<file path="src/rtl/b9_resp_capture.sv">
// Change-detecting capture stage for the b9 response: timestamps changes and queues them for a host.
// Optional B9_RESP_MISR_EN adds a MISR signature (sig) over every accepted sample.
module b9_resp_capture #(
    parameter int unsigned WIDTH = 21,
    parameter int unsigned DEPTH = 8,
    parameter int unsigned TS_W  = 8
) (
    input  logic                     clk,
    input  logic                     rst_n,
    input  logic                     clr,
    input  logic                     in_valid,
    input  logic [WIDTH-1:0]         in_word,
    output logic                     out_valid,
    input  logic                     out_ready,
    output logic [WIDTH-1:0]         out_word,
    output logic [TS_W-1:0]          out_ts,
    output logic                     out_first,
    output logic [$clog2(DEPTH):0]   fifo_count,
`ifdef B9_RESP_MISR_EN
    output logic [WIDTH-1:0]         sig,
`endif
    output logic                     overflow
);

    localparam int unsigned AW = $clog2(DEPTH);
    localparam int unsigned CW = AW + 1;
    localparam logic [CW-1:0] FullCnt = CW'(DEPTH);

    typedef enum logic [0:0] {StIdle, StTrack} state_e;

    state_e            state_q, state_d;
    logic [WIDTH-1:0]  prev_q, prev_d;
    logic [TS_W-1:0]   ts_q, ts_d;

    logic [WIDTH-1:0]  mem_word_q [DEPTH];
    logic [TS_W-1:0]   mem_ts_q   [DEPTH];
    logic [DEPTH-1:0]  mem_first_q;
    logic [AW-1:0]     wr_ptr_q, rd_ptr_q;
    logic [CW-1:0]     count_q;
    logic              overflow_q;

    logic push_req, push, pop, full, drop, push_first;

    always_comb begin
        state_d    = state_q;
        prev_d     = prev_q;
        ts_d       = ts_q;
        push_req   = 1'b0;
        push_first = 1'b0;
        if (clr) begin
            state_d = StIdle;
            prev_d  = '0;
            ts_d    = '0;
        end else if (in_valid) begin
            unique case (state_q)
                StIdle: begin
                    push_req   = 1'b1;
                    push_first = 1'b1;
                end
                StTrack: push_req = (in_word != prev_q);
                default: push_req = 1'b0;
            endcase
            state_d = StTrack;
            prev_d  = in_word;
            ts_d    = ts_q + TS_W'(1);
        end
    end

    assign full = (count_q == FullCnt);
    assign pop  = !clr && (count_q != '0) && out_ready;
    // A full FIFO still takes a push when the head leaves in the same cycle.
    assign push = push_req && (!full || pop);
    assign drop = push_req && full && !pop;

    always_ff @(posedge clk or negedge rst_n) begin
        if (!rst_n) begin
            state_q <= StIdle;
            prev_q  <= '0;
            ts_q    <= '0;
        end else begin
            state_q <= state_d;
            prev_q  <= prev_d;
            ts_q    <= ts_d;
        end
    end

    always_ff @(posedge clk or negedge rst_n) begin
        if (!rst_n) begin
            for (int i = 0; i < DEPTH; i++) begin
                mem_word_q[i] <= '0;
                mem_ts_q[i]   <= '0;
            end
            mem_first_q <= '0;
            wr_ptr_q    <= '0;
            rd_ptr_q    <= '0;
            count_q     <= '0;
            overflow_q  <= 1'b0;
        end else if (clr) begin
            wr_ptr_q   <= '0;
            rd_ptr_q   <= '0;
            count_q    <= '0;
            overflow_q <= 1'b0;
        end else begin
            if (push) begin
                mem_word_q[wr_ptr_q]  <= in_word;
                mem_ts_q[wr_ptr_q]    <= ts_q;
                mem_first_q[wr_ptr_q] <= push_first;
                wr_ptr_q              <= wr_ptr_q + AW'(1);
            end
            if (pop) begin
                rd_ptr_q <= rd_ptr_q + AW'(1);
            end
            if (push && !pop) begin
                count_q <= count_q + CW'(1);
            end else if (pop && !push) begin
                count_q <= count_q - CW'(1);
            end
            if (drop) begin
                overflow_q <= 1'b1;
            end
        end
    end

    assign out_valid  = (count_q != '0);
    assign out_word   = mem_word_q[rd_ptr_q];
    assign out_ts     = mem_ts_q[rd_ptr_q];
    assign out_first  = mem_first_q[rd_ptr_q];
    assign fifo_count = count_q;
    assign overflow   = overflow_q;

`ifdef B9_RESP_MISR_EN
    logic [WIDTH-1:0] sig_q;

    always_ff @(posedge clk or negedge rst_n) begin
        if (!rst_n) begin
            sig_q <= '0;
        end else if (clr) begin
            sig_q <= '0;
        end else if (in_valid) begin
            sig_q <= {sig_q[WIDTH-2:0], sig_q[WIDTH-1] ^ sig_q[1]} ^ in_word;
        end
    end

    assign sig = sig_q;
`endif

endmodule

</file>
<file path="config.mk">
export PLATFORM = sky130hd
export DESIGN_NAME = b9_resp_capture
export DESIGN_NICKNAME = d
export VERILOG_FILES = /design/src/rtl/b9_resp_capture.sv
export SDC_FILE = /design/constraint.sdc
export NUM_CORES = 1
export LEC_CHECK = 0
export CAP_MARGIN = 10
export CORE_ASPECT_RATIO = 0.9
export CORE_MARGIN = 10
export CORE_UTILIZATION = 25
export CTS_BUF_LIST = sky130_fd_sc_hd__clkbuf_4
export DETAILED_ROUTE_END_ITERATION = 7
export PLACE_DENSITY = 0.48
export SETUP_SLACK_MARGIN = 0.02
export SLEW_MARGIN = 15
export SYNTH_ARGS = -nofsm -noshare
export SYNTH_HDL_FRONTEND = slang
export SYNTH_SLANG_ARGS = --single-unit
</file>
<file path="constraint.sdc">
create_clock -name clk -period 2.32 [get_ports clk]
set_clock_uncertainty 0.1 [all_clocks]
set_input_delay 0.232 -clock clk [delete_from_list [all_inputs] [get_ports clk]]
set_output_delay 0.232 -clock clk [all_outputs]
set_load 0.005 [all_outputs]
</file>
# ---- Word level (Yosys, flattened, before mapping)
# Cells that the tools add are included.
dict set report op_classes {
  addsub 5
  magnitude_cmp 6
  n_eq_ne 2
  muxes 38
  bitwise 4
  reduce_logical 21
}
# op count
set ops {}
lappend ops {{bitwise mux 168 bit} 1}
lappend ops {{two-way mux 21 bit} 5}
lappend ops {{bitwise mux 64 bit} 1}
lappend ops {{binary-select mux 21 bit (select 3 bit)} 1}
lappend ops {{demux 21 bit (select 3 bit)} 1}
lappend ops {{two-way mux 8 bit} 5}
lappend ops {{binary-select mux 8 bit (select 3 bit)} 1}
lappend ops {{demux 8 bit (select 3 bit)} 1}
lappend ops {{!= test 21 bit} 1}
lappend ops {{two-way mux 3 bit} 4}
lappend ops {{two-way mux 4 bit} 3}
lappend ops {{two-way mux 1 bit} 11}
lappend ops {{logical AND 1 bit} 9}
lappend ops {{adder 8 x 1 -> 8 bit, second input constant} 1}
lappend ops {{bitwise mux 8 bit} 1}
lappend ops {{>= comparator 4 bit, second input constant} 2}
lappend ops {{less-than comparator 3 x 4 -> 1 bit, second input constant} 2}
lappend ops {{inverter 3 -> 4 bit} 2}
lappend ops {{nonzero test 2 bit} 4}
lappend ops {{adder 3 x 1 -> 3 bit, second input constant} 2}
lappend ops {{adder 4 x 1 -> 4 bit, second input constant} 1}
lappend ops {{equality test 4 bit, second input constant} 1}
lappend ops {{logical NOT 1 bit} 4}
lappend ops {{less-than comparator 4 x 1 -> 1 bit, second input constant} 1}
lappend ops {{other kinds (10)} 11}
dict set report totals {
  regBits 281
  in_bits 26
  output_inout_bits 36
  word_cells 100
}

# ---- Logic depth before layout (Yosys ltp)
# Gate-level depths: netlist of run 1.
dict set report logic_depth {
  word_depth 10
  ltp_mapped 12
  ltp_nobuf 11
}

# ---- Worst setup path before layout of run 1
# No wires, ideal clock.
dict set report synth_path {
  kind {input to register}
  startpoint {input in_word[15]}
  endpoint {register count_q[3], in the netlist fifo_count[3]}
  setup_ns 0.087
  t_arrival_ns 2.401
  t_required_ns 2.133
  path_slack_ns -0.268
  stages 12
  n_path_buf 1
  path_cell_list {buf_2 xnor2_1 nand4_1 nor4_2 a21oi_2 nand3_1 ha_1 a21o_1 a21oi_1 nand3_1 mux2_2 o211ai_1}
}
dict set report synth_between {
  elab_chain_cells 8
  elab_cells_between_ends 11
  cone_classes {eq/ne: 1; mux: 5; reduce/logical: 5}
}
# element line
set synth_lines {}
lappend synth_lines {{start: declaration} 12} ;# input logic [WIDTH-1:0] in_word,
lappend synth_lines {{!= test 21 bit *} 60} ;# StTrack: push_req = (in_word != prev_q);
lappend synth_lines {{case mux 1 bit (2 select lines) *} 55} ;# unique case (state_q)
lappend synth_lines {{two-way mux 1 bit *} 54} ;# end else if (in_valid) begin
lappend synth_lines {{two-way mux 1 bit *} 50} ;# if (clr) begin
lappend synth_lines {{logical AND 1 bit *} 72} ;# assign push = push_req && (!full || pop);
lappend synth_lines {{logical AND 1 bit or logical NOT 1 bit (tied branches)} {113, 115}}
lappend synth_lines {{two-way mux 4 bit or logical AND 1 bit (tied branches)} {113, 115}}
lappend synth_lines {{two-way mux 4 bit or nonzero test 3 bit (tied branches)} -}
lappend synth_lines {{end signal: assignment} 114} ;# count_q <= count_q + CW'(1);
lappend synth_lines {{end signal: assignment} 116} ;# count_q <= count_q - CW'(1);
lappend synth_lines {{end: declaration} 39} ;# logic [CW-1:0] count_q;
# Every way passes the cells marked *; elsewhere a longest branch is shown, timed or not.
# A chain may end at the register's enable or synchronous reset.

# ---- Final worst setup path of run 1
dict set report layout_path {
  startpoint {register rd_ptr_q[0]}
  endpoint {output out_ts[3]}
}
dict set report layout_between {
  elab_chain_cells 4
}
# element line
set layout_lines {}
lappend layout_lines {{start: declaration} 38} ;# logic [AW-1:0] wr_ptr_q, rd_ptr_q;
lappend layout_lines {{start signal: assignment} 111} ;# rd_ptr_q <= rd_ptr_q + AW'(1);
lappend layout_lines {{inverter 3 -> 4 bit (not written as such)} 126} ;# assign out_ts = mem_ts_q[rd_ptr_q];
lappend layout_lines {{binary-select mux 8 bit (select 3 bit)} 126}
lappend layout_lines {{two-way mux 8 bit (not written as such) (2 in a row)} 126}
lappend layout_lines {{end: declaration} 16} ;# output logic [TS_W-1:0] out_ts,
# Every way passes these cells. The select of a mux whose other input is x is not followed.

==> impl_metrics.ini, run 1 <==
[final_layout]
nFillCells = 5528
syn2layout_area_growth_pct = 31.2
final_area_mm2 = 0.0188
drive_above_1_share_pct = 60.0
layout.nets = 1137
fin_cells = 1934

[setup_path]
critPathLaunchType = flip-flop
crit_path_end_kind = output pin
crit_type = flip-flop to output pin
critPathMaxFanout = 6
worstPathRequired_ps = 1990
ff2ff_path_depth = 13
critical_path_arrival_ps = 2580

[sta]
setup_viol = 251
slew_headroom_pct = 58.4
hold_slack_ps = 164
worstMarginPinSlew_ps = 624
rsz0062_at_grt = true
fin_setup_tns_ps = -29990
fmax_mhz = 344
final_hold_viol_count = 0
period_share_pct = 125
slew_violations = 0
setup_slack_ps = -590
period_needed_ps = 2910

[synthesis]
synth_flop_cell = dfrtp_1
yosys.area.top_type_share_pct = 49.2
synth_common_cells = dfrtp_1 (281), mux2_4 (241), mux4_2 (60), nor2_1 (39), mux2_2 (33)
synthesis.area_mm2 = 0.0143
synthCells = 872
avgSynthCellArea_um2 = 16.4
synth_cell_types = 48
synth.area.top_cells = dfrtp_1 (49%), mux2_4 (25%), mux4_2 (9.4%)
synth_edf_count = 0
async_flop_share_pct = 100
syn_nets = 904
synth_seq_cells = 281
seq_area_frac_synth_pct = 49.2
yosysMostFrequentCell = dfrtp_1
ys_warn_count = 0
yosys.area.top_type = dfrtp_1

[power_and_ir_drop]
ir_worst_vdd_uv = 417
clock_power_share_pct = 28.6
p_switching_mw = 4.82
p_per_area_mw_per_mm2 = 894
p_sw_share_pct = 28.8
combPwrFrac_pct = 34.4
p_leak_nw = 8.86
power_frac_seq_pct = 37.1
intPower_mw = 12.0

[global_routing]
grt_pass1_wl_um = 60400
grt_max_degree = 53
antenna_found_initial = 3
gr-total-overflow = 0
grt_util_all_layers_pct = 11.9
grt_pass1_vias = 8989

[clocking]
tritoncts = yes
clk_pin_slew_ps = 70
clock-root-buffer = clkbuf_4
clock_latency_ps = 800
ctsLongestPathBuffers = 3
htreeDepth = 3
cts-buffers-inserted = 79
cts.sinks = 281

[worst_hold_path]
whs_path_depth = 3
hold_class = primary input to flip-flop

[drt]
wirelength_um = 39800
drtAntennaViolNets = 0
vias = 8302
drt_iter0_markers = 454
dr.pass1.iters = 4
viasPerCell = 4.29
drc = 0
wl_per_cell_um = 20.6

[floorplanning]
ioPinCount = 62
fp.dieH_um = 247
die_w_um = 272
rows = 83
core_mm2 = 0.0568
start_util_pct = 25.2
die_area_mm2 = 0.0672

[place]
dp.cells = 1724
dp_slack_ps = -818
placedInstanceArea_mm2 = 0.0165
io_buffers = 61
gp_congestion = 0.717
dp_hpwl_um = 23700

[job]
cap_violations = 0

[outcome]
violations = setup timing
status = finished, violations left
==> through the flow <==
step,util [%],power [mW]
after floorplan,-,9.09
after global placement,29.0,11.1
after detailed placement,29.0,11.1
after CTS,32.7,16.8
after global routing,33.0,17.8
final,33.0,16.8
==> state kept, by name (all words and copies together), names as in the netlist <==
signal	flops
mem_ts_q	64
rd_ptr_q	3
mem_first_q	8
mem_word_q	168
ts_q	8
overflow	1
prev_q	21
fifo_count	4
wr_ptr_q	3
state_q	1
==> metal layers <==
layer	global-route usage [%]	up-vias	wire, um
met5	0	-	20
met4	3.67	2	635
met3	3.26	58	1760
met2	17.9	161	18000
met1	16.5	4390	19400
li1	-	3691	-
==> worst paths after layout <==
path                                    from              end  slack (ps)
worst max-delay path             rd_ptr_q[0]        out_ts[3]        -590
worst min-delay path              in_word[5]        prev_q[5]         160
worst max register to register     prev_q[0]    fifo_count[3]        -530
worst min register to register  mem_ts_q[11]     mem_ts_q[11]         400
max in group asynchronous              rst_n  mem_word_q[138]        1210
min in group asynchronous              rst_n     mem_ts_q[35]         570
==> layout by cell type, fill, tap and decap left out, types with 4 or more instances in the layout <==
master | synthesis | final
clkinv_1 | 0 | 16
clkbuf_2 | 2 | 9
nand2_1 | 14 | 14
buf_2 | 26 | 4
buf_4 | 1 | 79
inv_1 | 6 | 5
mux2_4 | 241 | 270
nand4_1 | 10 | 10
nand3_1 | 6 | 4
a21oi_1 | 5 | 4
xnor2_1 | 19 | 17
buf_6 | 14 | 38
clkdlybuf4s50_1 | 0 | 24
mux2_2 | 33 | 4
buf_12 | 12 | 44
clkinv_2 | 0 | 4
mux2i_1 | 22 | 22
nand4_4 | 4 | 4
buf_16 | 0 | 12
xor2_1 | 12 | 8
and4_4 | 4 | 4
dfrtp_1 | 281 | 278
nor2_1 | 39 | 37
mux4_2 | 60 | 60
buf_8 | 0 | 10
dlygate4sd3_1 | 0 | 5
xor2_2 | 0 | 4
clkbuf_4 | 0 | 117
==> timing repair <==
action	in CTS	in global routing
gates cloned	14	2
gates resized for setup	189	64
hold buffers	6	0
endpoints found under the setup margin	275	277
pin swaps	16	9
endpoints found under the hold margin	320	0
buffers inserted	31	23
==> final cells by class <==
type / instances / area, um^2 / area share (%)
clock buffer: 117 / 878 / 4.68
sequential: 281 / 7040 / 37.5
timing repair buffer: 231 / 2840 / 15.1
inverter: 7 / 26.3 / 0.140
antenna: 3 / 7.51 / 0.0400
multi-input combinational: 505 / 6860 / 36.5
tap: 765 / 957 / 5.10
clock inverter: 25 / 159 / 0.847
==> power groups by stage <==
stage                     registers, mW  clock network (mW)  logic [mW]
after detailed placement           6.28                   0        4.85
after CTS                          6.21                4.98        5.58
after global placement             6.27                   0        4.82
after floorplan                    6.12                   0        2.97
after global routing               6.32                5.28        6.20
final                              6.22                4.79        5.77
==> critical path, cell delays in order (launching register included) <==
cell and delay (ps):
dfrtp_4 520, buf_12 160, buf_16 140, buf_12 130, mux4_2 440, mux2_4 290
buf_6 120
==> cell families after synthesis <==
| family | count (synthesis) | share of synthesized area [%] |
|---|---|---|
| mux | 356 | 38.9 |
| xor+xnor | 31 | 1.90 |
| simple gates | 92 | 3.80 |
| fa+ha+maj | 6 | 0.577 |
| compound gates | 19 | 1.03 |
| buf+inv | 87 | 4.65 |
| flops | 281 | 49.2 |
(Power assumes the default switching activity.)
==> inputs of run 2 (changes only) <==
Settings changed: GPL_ROUTABILITY_DRIVEN set to 0.
==> results of run 2 <==
Same layout as run 1: the final DEF is identical, and so are final timing and power.
==> edit 1: new RTL, config.mk and constraints of run 2 <==
The option `B9_RESP_MISR_EN` is turned on by a define.
--- a/src/rtl/b9_resp_capture.sv
+++ b/src/rtl/b9_resp_capture.sv
@@ -1,4 +1,6 @@
 // Change-detecting capture stage for the b9 response: timestamps changes and queues them for a host.
 // Optional B9_RESP_MISR_EN adds a MISR signature (sig) over every accepted sample.
+`define B9_RESP_MISR_EN
+
 module b9_resp_capture #(
     parameter int unsigned WIDTH = 21,
Function (old outputs only; new: sig): no difference found for any inputs over 4 cycles, from zero or initial values and one cycle with rst_n low; that may be too few to reach the edited logic, so the function may still have changed.
==> edit 1 against run 2 <==
- the flow still finishes with violations (setup timing)
- setup slack worse by 0.19 ns
- cell area down 1.0%
- register-to-register slack worse by 0.25 ns
- via count up 7.2%
- routed wire length up 1.6%
- power up 7.6%
- synthesized area down 1.5%
- sequential cell count up 21
- critical path depth up 6
- critical endpoint is now fifo_count[3]
- largest power group unchanged
- highest routed layer is now met4
==> edit 1: results (changes against run 2) <==
worst setup path start prev_q[17]; met3 Use GR 0.0288 (-0.00387); status complete, but fails checks; initial antenna violation count 1 (-2); failing checks setup timing; TNS Setup -111.90 ns (-81.91 ns); wire per inst 20.2 um (-1.9%); uppermost layer routed met4; synth cell count leaders 302 x dfrtp_1, 248 x mux2_2, 60 x mux4_2, 60 x nor2_1, 53 x clkbuf_1; Final setup viols 277 (+10%); FF-to-FF Start prev_q[17]; Slowest Stage Delay on Critical Path 0.56 ns (+0.04 ns); top flop regs mem_word_q: 168 flops, mem_ts_q: 64 flops; Worst Slack Setup Final -0.783 ns (-0.193 ns); total track usage 0.119 (-0.000166); Synth Instances 974 (+12%); Cell Area, Placed 16500 sq um (-0.17%); CP delay by family, top simple AND/OR/NAND/NOR gates; Final #Nets 1222 (+7.5%); CTS buffer count 81 (+2.5%); dominant cells by area after synthesis dfrtp_1 54%, mux2_2 20%, mux4_2 9.6%; DP HPWL 24300 um (+2.8%); Crit-path slowest cell or4_4; # port buffers 82 (+34%); vias in the first global route 9633 (+7.2%); Pleak 0.00857 uW (-3.2%); largest net degree at the start of global routing 72 (+36%); Metal-1 WL 19700 um (+1.6%)
==> edit 1: cell count changes after synthesis, sizes merged, moves of 7 or more <==
cell,change
a211oi,+20
buf,-22
nor2,+21
xnor2,+19
o21ai,+12
dfrtp,+21
mux2,-13
nand4,-7
clkbuf,+30
==> edit 1: layout make-up <==
type	instances	area, sq um
timing repair buffer	221	2640
inverter	7	26.3
clock buffer	122	916
clock inverter	16	126
tap	756	946
multi-input combinational	577	6350
sequential	302	7560
antenna	1	2.50
fill	5479	37100
==> edit 1: stage by stage <==
step / hold WS, ns / worst slack (ns)
final: 0.176 / -0.783
after global routing: 0.171 / -0.977
after CTS: 0.0933 / -0.830
after detailed placement: 0.0155 / -1.29
after global placement: 0.0128 / -1.25
after floorplan: -0.164 / -0.647
==> edit 1: what timing repair did <==
action | CTS | global route
hold buffers | 6 | 0
setup endpoints to repair | 279 | 297
gates cloned | 4 | 8
hold endpoints to repair | 324 | 0
gates resized for setup | 221 | 34
pin swaps | 4 | 6
setup buffers | 26 | 8
==> edit 1: kinds of logic (layout without fill, tap and decap cells) <==
logic type	after synthesis	count (layout)	synth area share
muxes	348	348	0.324
DFF	302	302	0.536
AOI/OAI and AO/OA	55	55	0.0285
buffers and inverters	95	366	0.0342
and+or+nand+nor	114	114	0.0383
adders and majority gates	6	6	0.00586
other	0	1	0
xor gates and xnor gates	54	54	0.0336
==> edit 1: worst min-delay path, delay by kind of cell <==
family                 cells  cell delay, ns
buffers and inverters      1            0.52
muxes                      1            0.19
and+or+nand+nor            1            0.05
==> edit 1: report_power, final <==
| part | internal, uW | switching (uW) |
|---|---|---|
| logic | 3970 | 2460 |
| registers | 6200 | 522 |
| clock network | 2610 | 2280 |
| total | 12800 | 5260 |
==> edit 2: new RTL, config.mk and constraints of run 2 <==
Without the edit above. `ts_q` no longer has a reset.
--- a/src/rtl/b9_resp_capture.sv
+++ b/src/rtl/b9_resp_capture.sv
@@ -77,10 +77,12 @@
             state_q <= StIdle;
             prev_q  <= '0;
-            ts_q    <= '0;
         end else begin
             state_q <= state_d;
             prev_q  <= prev_d;
-            ts_q    <= ts_d;
         end
+    end
+
+    always_ff @(posedge clk) begin
+        ts_q <= ts_d;
     end
 
Function: changed (a bounded check fails within 4 cycles, from zero or initial values and one cycle with rst_n low).
==> edit 2 against run 2 <==
- the flow still finishes with violations (setup timing)
- first-iteration DRC count fell by 3.3%
- setup slack got worse by 0.028 ns
- register-to-register slack improved by 0.05 ns
- cell area fell by 1.4%
- power rose by 2.9%
- critical path depth rose by 1
- utilization fell by 0.47 points
- synthesized area barely moved
- sequential cell count did not move
- clock power rose by 1%
- routed wire length fell by 2.2%
- cell count fell by 1.1%
- critical endpoint is now out_word[20]
==> edit 2: results (changes against run 2) <==
dpl cells 1719 (-0.29%); synth cell count leaders 273 x dfrtp_1, 241 x mux2_4, 60 x mux4_2; first-pass GRT wire length 58900 um (-2.6%); Residual DRC 0 (unchanged); dominant cells by area after synthesis dfrtp_1 48%, mux2_4 25%, mux4_2 9.4%; wire per inst 20.3 um (-1.1%); Post-Place Setup Slack -0.886 ns (-0.0681 ns); Pleak 0.00868 uW (-2.0%); CTS H-tree depth 3 (unchanged); failing checks setup timing; worst r2r path cells 13 (unchanged); # port buffers 61 (unchanged); DRT Pass-1 Iters 6 (+2); Max clock buf depth 3 (unchanged); M2 GR Usage 0.167 (-0.0119); Worst Slack Setup Final -0.618 ns (-0.0281 ns); Peak supply drop 0.419 mV (+0.58%); Final setup viols 176 (-30%); Avg Cell Area, Syn 16.4 sq um (-0.32%); met3 Use GR 0.0255 (-0.00715); root buf cell clkbuf_4; vias in the first global route 8977 (-0.13%); register-to-register setup slack -0.48 ns (+0.05 ns); total track usage 0.115 (-0.00474); share of layout cells above drive strength 1 0.594 (-0.00646); min-delay src in_word[15]; Synth cell types 48 (unchanged); Worst EP arrival 2.61 ns (+0.03 ns); Worst slew margin 0.567 (-0.0176); TNS Setup -20.77 ns (+9.22 ns); Critical Path Sink out_word[20]; sequential-to-total area share from yosys stat 0.489 (-0.00293); CTS buffer count 77 (-2.5%); critical path peak fanout 7 (+1); reg-to-reg endpoint fifo_count[3]; Fin Hold WS 0.159 ns (-0.00532 ns); Synth async-reset ratio 0.972 (-0.0285); DP HPWL 23100 um (-2.2%); Hold WC Path Type in -> reg; Clock transition at path regs 0.07 ns (about the same); final cell count without fillers 1912 (-1.1%); top flop regs mem_word_q: 168 flops, mem_ts_q: 64 flops, prev_q: 21 flops; Worst-Skew Late Latency 0.76 ns (-0.04 ns); largest net degree at the start of global routing 74 (+40%); Hold Path Sink prev_q[15]; Cell Area, Placed 16400 sq um (-0.90%); status complete, but fails checks; synth warn 0 (unchanged); Sw Pwr 4870 uW (+0.89%); worst setup path start rd_ptr_q[0]; filler instances 5562 (+0.62%); Final #Nets 1118 (-1.7%); initial antenna violation count 1 (-2); syn_nets 907 (+0.33%); met1 Use GR 0.164 (-0.000794); Via Count 8195 (-1.3%); initial DRC count 439 (-3.3%); Hold Crit Depth 4 (+1)
==> edit 2: metrics by stage <==
stage / util / power, uW
after floorplan: - / 9260
after global placement: 0.288 / 11300
after detailed placement: 0.288 / 11300
after CTS: 0.321 / 17500
after global routing: 0.326 / 18200
final: 0.326 / 17300
==> edit 2: critical path, cell delays in order (launching register included) <==
cell     delay [ns]
dfrtp_4        0.51
buf_12         0.14
buf_12         0.13
buf_16         0.15
buf_6          0.12
mux4_2         0.42
mux2_4         0.28
buf_6          0.12
==> edit 2: cell type report <==
cell class	instances	area, sq um	area share
antenna	2	5.00	0.000271
clock buffer	119	893	0.0483
clock inverter	19	158	0.00852
inverter	6	25.0	0.00135
multi-input combinational	506	6860	0.371
sequential	281	7000	0.378
tap	765	957	0.0517
timing repair buffer	214	2600	0.141
==> edit 2: power by group through the flow <==
stage | Clock [uW] | Sequential (uW) | Combinational [uW]
4_1_cts | 5050 | 6190 | 6290
3_5_place_dp | 0 | 6260 | 5040
2_1_floorplan | 0 | 6110 | 3150
6_report | 4860 | 6200 | 6190
3_3_place_gp | 0 | 6260 | 5010
5_1_grt | 5300 | 6310 | 6650
==> edit 2: logic make-up after synthesis <==
family	Yosys count	share of synthesized area
simple gates	91	0.0379
buf+inv	89	0.0490
flops	281	0.489
xor+xnor	30	0.0184
compound gates	21	0.0109
mux	357	0.389
fa+ha+maj	6	0.00577
==> edit 2: repair_timing <==
item	4_1_cts	5_1_grt
hold endpoints to repair	305	0
cloned	7	7
pin swaps	12	2
hold buffers	5	0
endpoints found under the setup margin	275	275
setup buffers	30	9
gates resized for setup	223	22
==> edit 2: routing by layer <==
metal	wire length, um	vias to the layer above
met4	935	0
li1	-	3648
met2	16800	184
met5	0	-
met1	19600	4284
met3	1610	79
